==> src/rtl/mac_pe.sv <==
// Systolic MAC processing element: forwards A east / B south, accumulates valid
// products (signed or unsigned, saturating or wrapping) and parks each result in a drain chain.
module mac_pe #(
    parameter int unsigned DATA_WIDTH = 8,
    parameter int unsigned ACC_WIDTH  = 32,
    parameter bit          SIGNED     = 1'b1,
    parameter bit          SATURATE   = 1'b1
) (
    input  logic                  clk,
    input  logic                  reset,
    input  logic [DATA_WIDTH-1:0] a_in,
    input  logic [DATA_WIDTH-1:0] b_in,
    input  logic                  in_valid,
    input  logic                  in_last,
    input  logic [ACC_WIDTH-1:0]  drain_in,
    input  logic                  drain_valid_in,
    input  logic                  drain_en,
    output logic [DATA_WIDTH-1:0] a_out,
    output logic [DATA_WIDTH-1:0] b_out,
    output logic                  out_valid,
    output logic                  out_last,
    output logic [ACC_WIDTH-1:0]  drain_out,
    output logic                  drain_valid_out,
    output logic                  overflow,
    output logic                  busy
);
    localparam int unsigned PW = 2 * DATA_WIDTH;

    typedef enum logic {IDLE, ACCUM} state_t;

    state_t               state;
    logic [ACC_WIDTH-1:0] acc;
    logic [PW-1:0]        prod;
    logic [ACC_WIDTH-1:0] prod_ext;
    logic [ACC_WIDTH-1:0] base;
    logic [ACC_WIDTH:0]   sum_w;
    logic [ACC_WIDTH-1:0] sum_res;
    logic                 ovf;
    logic                 capture;

    // Operands are widened to the full product width before multiplying.
    always_comb begin
        if (SIGNED)
            prod = PW'($signed(a_in)) * PW'($signed(b_in));
        else
            prod = PW'(a_in) * PW'(b_in);
    end

    generate
        if (ACC_WIDTH > PW) begin : g_ext
            assign prod_ext = {{(ACC_WIDTH - PW){SIGNED & prod[PW-1]}}, prod};
        end else begin : g_noext
            assign prod_ext = prod;
        end
    endgenerate

    // One extra bit on the sum exposes carry-out / signed overflow.
    always_comb begin
        base    = (state == ACCUM) ? acc : '0;
        sum_w   = {SIGNED & base[ACC_WIDTH-1], base}
                + {SIGNED & prod_ext[ACC_WIDTH-1], prod_ext};
        ovf     = SIGNED ? (sum_w[ACC_WIDTH] ^ sum_w[ACC_WIDTH-1]) : sum_w[ACC_WIDTH];
        sum_res = sum_w[ACC_WIDTH-1:0];
        if (ovf && SATURATE) begin
            if (SIGNED)
                sum_res = sum_w[ACC_WIDTH] ? {1'b1, {(ACC_WIDTH-1){1'b0}}}
                                           : {1'b0, {(ACC_WIDTH-1){1'b1}}};
            else
                sum_res = '1;
        end
    end

    assign capture = in_valid & in_last;

    always_ff @(posedge clk) begin
        if (reset) begin
            state           <= IDLE;
            acc             <= '0;
            a_out           <= '0;
            b_out           <= '0;
            out_valid       <= 1'b0;
            out_last        <= 1'b0;
            drain_out       <= '0;
            drain_valid_out <= 1'b0;
            overflow        <= 1'b0;
            busy            <= 1'b0;
        end else begin
            a_out     <= a_in;
            b_out     <= b_in;
            out_valid <= in_valid;
            out_last  <= capture;

            // First pair of a dot product (IDLE) restarts the sticky overflow.
            if (in_valid) begin
                overflow <= ((state == ACCUM) ? overflow : 1'b0) | ovf;
                if (in_last) begin
                    acc   <= '0;
                    state <= IDLE;
                    busy  <= 1'b0;
                end else begin
                    acc   <= sum_res;
                    state <= ACCUM;
                    busy  <= 1'b1;
                end
            end

            // Capture beats the chain shift when both land in one cycle.
            if (capture) begin
                drain_out       <= sum_res;
                drain_valid_out <= 1'b1;
            end else if (drain_en) begin
                drain_out       <= drain_in;
                drain_valid_out <= drain_valid_in;
            end
        end
    end
endmodule

==> config.mk <==
export PLATFORM = sky130hd
export DESIGN_NAME = mac_pe
export DESIGN_NICKNAME = d
export VERILOG_FILES = /design/src/rtl/mac_pe.sv
export SDC_FILE = /design/constraint.sdc
export NUM_CORES = 1
export LEC_CHECK = 0
export CORE_ASPECT_RATIO = 2
export CORE_MARGIN = 1
export CORE_UTILIZATION = 42
export DETAILED_ROUTE_END_ITERATION = 7
export GPL_TIMING_DRIVEN = 0
export PLACE_DENSITY = 0.6
export SYNTH_ARGS = -nofsm -noshare
export SYNTH_HDL_FRONTEND = slang
export SYNTH_SLANG_ARGS = --single-unit
==> constraint.sdc <==
create_clock -name clk -period 9.35 [get_ports clk]
set_clock_uncertainty 0.05 [all_clocks]
set_input_delay 0.935 -clock clk [delete_from_list [all_inputs] [get_ports clk]]
set_output_delay 0.935 -clock clk [all_outputs]
set_load 0.02 [all_outputs]
Word level (Yosys, flattened, before mapping)
Index checks and enable logic that the tools add are counted.

Reductions and logical operators: 1. Multiplexer cells: 10. Multiply operators: 1. Bitwise gates (word level): 3. Add/sub/neg operators: 1.

Operators with widths (count): 2-to-1 mux 32 bit (6); adder 32 x 16 -> 33 bit (1); multiplier 8 x 8 -> 16 bit (1); 2-to-1 mux 1 bit (4); nonzero test 2 bit (1); bitwise AND 1 bit (1); bitwise OR 1 bit (1); bitwise XOR 1 bit (1).

Word-level logic and storage cells: 25. Bits of input ports: 54. Bits in registers: 85.

Longest topological paths before layout
Gate-level depths: netlist (run 1).

Word-level depth: 5. Mapped depth: 21. Mapped depth without buffers: 19.

Worst setup path before layout (run 1)
Ideal clock, no wire load.

Path kind: input to register. Start: in b_in[0]. End: reg acc[2]. Arrival: 7.296 ns. Setup time: 0.132 ns. Stages: 19. Buffers on the path: 2. Setup slack: 1.872 ns. Data required time: 9.168 ns. Path through: clkbuf_1 -> and2_1 -> inv_1 -> fa_1 -> inv_1 -> fa_1 -> fa_1 -> fa_1 -> fa_1 -> ha_1 -> a21o_1 -> o21bai_1 -> o2111ai_2 -> a21oi_1 -> o31ai_1 -> nand4_4 -> buf_6 -> a221oi_2 -> nor3_1.

Longest elaborated chain between the ends: 5. Elaborated cells between the ends (all ways): 6. Classes of those cells: add/sub: 1; mul: 1; mux: 3; bitwise: 1.

Ends and longest elaborated chain: start, declared (RTL line 12) `input logic [DATA_WIDTH-1:0] b_in,`; multiplier 8 x 8 -> 16 bit (*) (RTL line 44) `prod = PW'($signed(a_in)) * PW'($signed(b_in));`; adder 32 x 16 -> 33 bit (*) (RTL line 61) `+ {SIGNED & prod_ext[ACC_WIDTH-1], prod_ext};`; 2-to-1 mux 32 bit or bitwise XOR 1 bit (tied branches) (RTL line 66, 62); 2-to-1 mux 32 bit (*) (RTL line 64) `if (ovf && SATURATE) begin`; 2-to-1 mux 32 bit (*) (RTL line 96) `if (in_last) begin`; end signal, assigned (RTL line 101) `acc <= sum_res;`; end, declared (RTL line 32) `logic [ACC_WIDTH-1:0] acc;`.

Mark *: on every way between the ends. The rest lies on a longest branch, timed or not. A chain may end at the register's enable or synchronous reset.

Final worst setup path (run 1)
Start: in b_in[2]. End: reg acc[25].

The elaborated chain is that of the path after synthesis.

==> metrics.yaml, run 1 <==
clock.fmax_mhz: 124.1
start_util_pct: 43.02
maxCapViolCount: 0
final_cell_mix: "fa_1, inv_1, clkdlybuf4s50_1"
die_w_um: 106.0
grt_usage_pct: 25.50
grt_max_degree: 25
netlist_instances: 942
relSlewSlack_pct: 42.24
clk_path_buf_depth: 2
drive_gt1_share_pct: 4.340
via_count: 7180
grt.busiest_layer: "met2"
area_delta_synth_final_pct: 18.70
utilization_pct: 51.07
yosysWarnings: 0
synth_area_leaders: "fa_1, dfxtp_1, ha_1"
hold_buffers: 0
rr_endpoint: "acc[25]"
grt-ovfl-total: 0
min-delay-start: "acc[9]"
stdcell_count: 1329
slew_violations: 0
holdPathEnd: "acc[9]"
via_per_inst: 5.403
clkSlewWorstSetupHoldPaths_ns: 0.07
htree_levels: 3
place.gp.congestion: 0.9323
setup_viol: 0
n_antenna_cell: 0
wl_um: 26550
async_flop_share_pct: 0
min_period_ns: 8.061
antenna_found_initial: 0
final_nets: 1321
endpoint_kind: "register"
drt_first_pass_iters: 5
critPathKind: "in2reg"
grt_pass1_wl_um: 42020
final_common_cell: "fa_1"
synth_edf_count: 0
insertion_delay_ns: 0.36
synth.yosys.seq_area_share_pct: 18.73
dpl.hpwl_um: 22890
r2r_setup_slack_ns: 2.53
placed_cell_area_mm2: 0.01045
post_drt_wl_per_cell_um: 19.98
cp.required_ns: 9.53
grt_pass1_vias: 7930
clock_tree.root_cell: "clkbuf_16"
ios: 107
cts_resized: 0
rr_startpoint: "state"
min_path_cells: 2
cts_buffers: 9
grt_use_met1_pct: 22.87
portBuffers: 101
cts_sinks: 85
syn_area_mm2: 0.009084
mappedNetlistNets: 1208
rows: 75
rsz0062_at_grt: "no"
antenna_left: 0
die-area_mm2: 0.02226
synth_top_area_share_pct: 30.85
route.detailed.drc: 0
synth_top_flop_cell: "dfxtp_1"
path_max_fanout: 14
fp.dieH_um: 210.0
hp-class: "reg2reg"
core_mm2: 0.02111
start_kind: "input port"
finalHoldViolations: 0
grtUsageMet3_pct: 2.566
postSynthAreaPerCell_um2: 9.643
yosys.area.top_type: "fa_1"
outcome: "finished, final reports clean"
ys_types: 62
r2r_cells: 20
cts_tree: "built"
tightest_slew_ns: 0.8590
cts_setup_buffers: 0
met2_usage_pct: 51.43
tns_ns: 0
worstPathArrival_ns: 8.24
ys_seq_elements: 85
drtIter0Drc: 300
dp_cells: 1313
design_area_mm2: 0.01078
period_share_pct: 86.21
==> Yosys cell counts (3+ instances only) <==
library cell and n:
clkbuf_1 27, dfxtp_1 85, nor2_1 41, o21bai_1 3, a21o_1 10, nand3_1 6, nand4_1 5, o21a_1 5
a31oi_1 5, nor3_1 14, nand2_1 80, o21ai_1 8, ha_1 72, buf_6 4, buf_2 4, fa_1 140
a21boi_0 3, a21oi_1 52, nor2b_1 16, xnor2_1 15, and3_1 4, o211ai_1 8, o21ai_0 29, mux2i_1 33
and2_1 64, o31ai_1 3, xor2_1 13, a211oi_1 4, inv_1 107, o22ai_1 31, nand2b_1 6, a221oi_2 5
==> state kept, by name, summed over array words and instances, names as in the netlist <==
register,flops
drain_valid_out,1
state,1
acc,32
out_valid,1
drain_out,32
a_out,8
out_last,1
overflow,1
b_out,8
==> through the flow <==
step	worst slack, ns	hold WS (ns)
3_3_place_gp	0.2531	0.3792
3_5_place_dp	0.8692	0.3879
2_1_floorplan	1.872	0.3674
4_1_cts	1.224	0.3979
6_report	1.289	0.3966
5_1_grt	0.7706	0.4155
==> worst max-delay path, cell delays in order <==
cell and delay, ns:
clkdlybuf4s50_1 0.71, nand2_1 0.24, fa_1 0.67, fa_1 0.62, inv_1 0.67, fa_1 0.56
fa_1 0.44, ha_1 0.29, ha_1 0.27, clkbuf_1 0.20, a211oi_1 0.37, o211ai_1 0.17
a211oi_1 0.24, nor3_1 0.11, o31ai_1 0.71, nand4_4 0.30, nand2_1 0.30, buf_2 0.29
o21ai_0 0.13
==> layout make-up <==
| type | instances | area [um^2] |
|---|---|---|
| Multi-Input combinational cell | 711 | 6798 |
| Buffer | 38 | 181.4 |
| Fill cell | 2074 | 10330 |
| Sequential cell | 85 | 1702 |
| Inverter | 108 | 405.4 |
| Clock inverter | 6 | 100.1 |
| Timing Repair Buffer | 102 | 1031 |
| Tap cell | 269 | 336.6 |
| Clock buffer | 10 | 229.0 |
==> routing by layer <==
metal | part of all wire (%) | wire (um) | vias up
li1 | - | - | 3382
met5 | 0 | 0 | -
met3 | 1.9 | 510 | 58
met1 | 31 | 8308 | 3599
met2 | 60 | 15800 | 141
met4 | 7.3 | 1933 | 0
==> worst max path at each step <==
stage / depth (start not counted) / startpoint / slack (ns) / to
after floorplan: 19 / b_in[0] / 1.87 / acc[2]
after global placement: 19 / a_in[7] / 0.25 / drain_out[0]
after detailed placement: 19 / b_in[2] / 0.87 / drain_out[6]
after CTS: 19 / b_in[2] / 1.22 / drain_out[27]
after global routing: 19 / b_in[2] / 0.77 / acc[24]
final: 19 / b_in[2] / 1.29 / acc[25]
==> logic make-up after synthesis <==
| kind of cell | Yosys count | share of synthesized area [%] |
|---|---|---|
| AOI/OAI and AO/OA | 187 | 13.42 |
| adders and majority gates | 214 | 40.99 |
| DFF | 85 | 18.73 |
| muxes | 33 | 3.636 |
| and+or+nand+nor | 249 | 14.06 |
| xor gates and xnor gates | 28 | 2.700 |
| buffers and inverters | 146 | 6.460 |
Power of run 1 is not shown: default switching activity piles up to over one toggle a cycle in this logic, so the estimate is an artifact.
==> run 2, diff against run 1 <==
--- a/config.mk
+++ b/config.mk
@@ -10,7 +10,10 @@
 export CORE_UTILIZATION = 42
 export DETAILED_ROUTE_END_ITERATION = 7
 export GPL_TIMING_DRIVEN = 0
+export MAX_ROUTING_LAYER = met4
 export PLACE_DENSITY = 0.6
+export SETUP_SLACK_MARGIN = 0.5
 export SYNTH_ARGS = -nofsm -noshare
 export SYNTH_HDL_FRONTEND = slang
 export SYNTH_SLANG_ARGS = --single-unit
+export TNS_END_PERCENT = 20
==> run 2 against run 1 <==
  * Non-clock buffer count unchanged
  * Register-to-register slack better by 0.12 ns
  * Worst hold slack about the same
  * Count of clock-buffer cells in the layout up 1
  * Global-route usage up 0.62 points
  * Worst setup slack better by 0.072 ns
  * Fmax up 0.90%
  * Final area down 0.39%
  * Via count down 0.14%
  * Final cell count unchanged
  * First-iteration DRC count down 7.3%
  * Critical path type unchanged
  * Largest cell class unchanged
==> metrics.yaml, run 2 (synthesized netlist as in run 1, its figures left out) <==
crit_chain: "clkdlybuf4s50_1 > nand2_1 > fa_1 > fa_1 > inv_1 > fa_1 > fa_1 > ha_1 > ha_1 > buf_2 > nand4_1 > or4_1 > or4_4 > and4_4 > o21ai_2 > nand4_4 > buf_6 > a31oi_1 > o22ai_1"
slew_violations: 0
final_cell_mix: "fa_1, inv_1, clkdlybuf4s50_1"
tns_ns: 0
cts_resized: 0
drt_first_pass_iters: 4
rsz0062_at_grt: "no"
place.gp.congestion: 0.9443
grtUsageMet3_pct: 2.319
maxCapViolCount: 0
cts_buffers: 9
drtIter0Drc: 278
start_util_pct: 43.02
reg.largest.list: "acc x32, drain_out x32"
dpl.hpwl_um: 23000
start_kind: "input port"
grt_pass1_vias: 7833
rr_startpoint: "state"
wl_um: 26590
n_antenna_cell: 0
utilization_pct: 50.87
cts_tree: "built"
drive_gt1_share_pct: 4.340
hp-class: "reg2reg"
min-delay-start: "acc[10]"
clock_tree.root_cell: "clkbuf_16"
grt_max_degree: 25
path_max_fanout: 14
critPathKind: "in2reg"
final_nets: 1321
post_drt_wl_per_cell_um: 20.01
rows: 75
grt_usage_pct: 26.11
clock.fmax_mhz: 125.2
outcome: "finished, final reports clean"
cts_setup_buffers: 0
grt_pass1_wl_um: 42100
via_count: 7170
r2r_setup_slack_ns: 2.65
min_period_ns: 7.989
endpoint_kind: "register"
period_share_pct: 85.45
crit_path_frequent_cell: "fa_1"
via_per_inst: 5.395
antenna_left: 0
route.detailed.drc: 0
ios: 107
area_delta_synth_final_pct: 18.24
fp.dieH_um: 210.0
tightest_slew_ns: 0.8377
clk_path_buf_depth: 2
htree_levels: 3
grt_use_met1_pct: 23.02
core_mm2: 0.02111
antenna_found_initial: 0
rr_endpoint: "drain_out[27]"
min_path_cells: 2
final_common_cell: "fa_1"
cts_sinks: 85
slowest_stage: "clkdlybuf4s50_1"
hold_buffers: 0
insertion_delay_ns: 0.35
finalHoldViolations: 0
grt.busiest_layer: "met2"
die_w_um: 106.0
holdPathEnd: "acc[10]"
relSlewSlack_pct: 44.09
portBuffers: 101
r2r_cells: 20
setup_viol: 0
grt-ovfl-total: 0
clkSlewWorstSetupHoldPaths_ns: 0.07
design_area_mm2: 0.01074
worstPathArrival_ns: 8.15
placed_cell_area_mm2: 0.01045
nFillCells: 2069
die-area_mm2: 0.02226
max_stage_delay_ns: 0.70
met2_usage_pct: 50.89
cp.required_ns: 9.52
-- run 2: cell types whose count changed in the layout (fill, tap and decap cells not counted), sizes merged --
cell	previous run	this run
bufinv	2	0
clkbuf	37	38
inv	111	109
clkinv	1	2
clkinvlp	0	2
-- run 2: area by class of cell --
type | instances | area [um^2] | share of cell area (%)
multi-input cells | 711 | 6798 | 63.29
flip-flops and latches | 85 | 1702 | 15.84
repair buffers | 102 | 1031 | 9.599
inverters | 108 | 405.4 | 3.774
well taps | 269 | 336.6 | 3.134
clock buffers | 11 | 242.7 | 2.260
plain buffers | 38 | 181.4 | 1.689
clock inverters | 5 | 43.79 | 0.4077
-- run 2: routing by layer --
layer	vias to the layer above	wire length, um	part of all wire [%]
met5	-	0	0
met4	0	2152	8.1
met3	68	388	1.5
met2	129	15630	59
met1	3601	8425	32
li1	3372	-	-
-- run 2: metrics by stage --
step,instances,hold slack [ns],worst slack [ns]
2_1_floorplan,942,0.3674,1.872
3_3_place_gp,1312,0.3796,0.2633
3_5_place_dp,1313,0.3875,0.9424
4_1_cts,1329,0.3978,1.307
5_1_grt,1329,0.4216,0.9137
6_report,1329,0.3961,1.361
-- run 2: worst max-delay path by stage --
stage,startpoint,cells after the start,slack (ns),end
after floorplan,b_in[0],19,1.87,acc[2]
after global placement,a_in[7],19,0.26,drain_out[0]
after detailed placement,b_in[2],19,0.94,drain_out[6]
after CTS,b_in[2],19,1.31,drain_out[27]
after global routing,b_in[2],19,0.91,drain_out[0]
final,b_in[2],19,1.36,drain_out[27]
-- run 2: worst max-delay path: cells and delay by family --
kind | cells | cell delay (ns)
adders and majority gates | 6 | 2.87
and+or+nand+nor | 6 | 1.87
buffers and inverters | 4 | 1.82
AOI/OAI and AO/OA | 3 | 0.65
Power of run 2 is left out for the same reason.
==> run 3, diff against run 2 <==
==> constraint.sdc (replaced) <==
create_clock -name clk -period 8.25 [get_ports clk]
set_clock_uncertainty 0.05 [all_clocks]
set_input_delay 0.825 -clock clk [delete_from_list [all_inputs] [get_ports clk]]
set_output_delay 0.825 -clock clk [all_outputs]
set_load 0.1 [all_outputs]
==> run 3 against run 2 <==
  * Utilization up 0.40 points
  * Register-to-register slack got worse by 1.0 ns
  * Final cell count grew 0.60%
  * Sequential share of layout area fell by 0.12 points
  * Critical path depth increased by 1
  * Critical path type unchanged
  * Critical endpoint unchanged
  * Highest routed layer unchanged
==> metrics.yaml, run 3 (synthesized netlist as in run 1, its figures left out) <==
outcome: "finished, final reports clean"
dp_worst_setup_slack_ns: -0.04762
htree_levels: 3
start_util_pct: 43.02
post_drt_wl_per_cell_um: 19.98
drt_first_pass_iters: 4
grt-ovfl-total: 0
dp_cells: 1313
clkSlewWorstSetupHoldPaths_ns: 0.07
maxCapViolCount: 0
grt_max_degree: 25
relSlewSlack_pct: 28.96
cp.required_ns: 8.42
crit_path_frequent_cell: "fa_1"
endpoint_kind: "register"
portBuffers: 101
antenna_found_initial: 0
period_share_pct: 90.15
clk_path_buf_depth: 2
rows: 75
grt_pass1_wl_um: 42160
crit_family: "adder cells"
critPathBufInv: 5
grt_pass1_vias: 7852
clock.fmax_mhz: 134.5
via_count: 7219
final_common_cell: "fa_1"
min_period_ns: 7.437
setup_viol: 0
tightest_slew_ns: 1.062
stdcell_count: 1337
cts_buffers: 9
antenna_left: 0
final_nets: 1329
area_delta_synth_final_pct: 19.16
grt_usage_pct: 26.14
max_stage_delay_ns: 0.77
reg.largest.list: "acc x32, drain_out x32"
route.detailed.drc: 0
drtIter0Drc: 239
critPathKind: "in2reg"
worstPathArrival_ns: 7.60
dpl.hpwl_um: 23000
die_w_um: 106.0
path_max_fanout: 10
slew_violations: 0
cts_sinks: 85
fin_ws_ns: 0.8129
rsz0062_at_grt: "no"
start_kind: "input port"
drive_gt1_share_pct: 5.524
final_cell_mix: "fa_1, inv_1, clkdlybuf4s50_1"
hold_buffers: 0
tns_ns: 0
finalHoldViolations: 0
wl_um: 26710
insertion_delay_ns: 0.35
hp-class: "reg2reg"
fp.dieH_um: 210.0
ios: 107
core_mm2: 0.02111
place.gp.congestion: 0.9443
cts_tree: "built"
via_per_inst: 5.399
slowest_stage: "fa_2"
n_antenna_cell: 0
crit_chain: "clkdlybuf4s50_1 > nand2_1 > fa_1 > fa_2 > clkinvlp_4 > buf_4 > fa_1 > fa_1 > ha_1 > ha_1 > buf_2 > nand4_1 > or4_1 > or4_4 > and4_4 > o21ai_2 > nand4_4 > buf_6 > a31oi_1 > o22ai_1"
die-area_mm2: 0.02226
clock_tree.root_cell: "clkbuf_16"
-- run 3: routing by layer --
layer  track usage [%]  wire length (um)
met1             23.03              8471
met3             2.319               396
met5                 -                 0
met2             50.98             15700
met4             17.72              2137
-- run 3: final timing paths --
kind	slack [ns]	startpoint	cells past startpoint	endpoint
worst max register to register	1.60	state	20	drain_out[27]
worst min-delay path	0.40	acc[7]	2	acc[7]
worst max-delay path	0.81	b_in[3]	20	drain_out[27]
worst min register to register	0.40	acc[7]	2	acc[7]
-- run 3: layout make-up --
class,instances,area [um^2]
buffer,38,181.4
multi-input combinational,711,6805
clock inverter,5,43.79
clock buffer,11,242.7
fill,2068,10290
sequential,85,1702
tap,269,336.6
timing repair buffer,110,1096
inverter,108,416.7
-- run 3: metrics by stage --
| stage | cell area (um^2) | utilization (%) | hold WS, ns |
|---|---|---|---|
| 3_5_place_dp | 10450 | 49.51 | 0.3875 |
| 3_3_place_gp | 10430 | 49.40 | 0.3796 |
| 5_1_grt | 10820 | 51.27 | 0.4216 |
| 6_report | 10820 | 51.27 | 0.3971 |
| 4_1_cts | 10800 | 51.13 | 0.3978 |
| 2_1_floorplan | 9084 | - | 0.3674 |
-- run 3: timing repair --
item	in CTS	in global routing
gates resized for setup	3	4
buffers inserted	6	2
setup endpoints to repair	53	60
-- run 3: worst min-delay path, stage by stage (launching register included) --
cell and delay (ns):
dfxtp_1 0.31, nand2_1 0.05, o21ai_1 0.05
Power of run 3 is left out for the same reason.
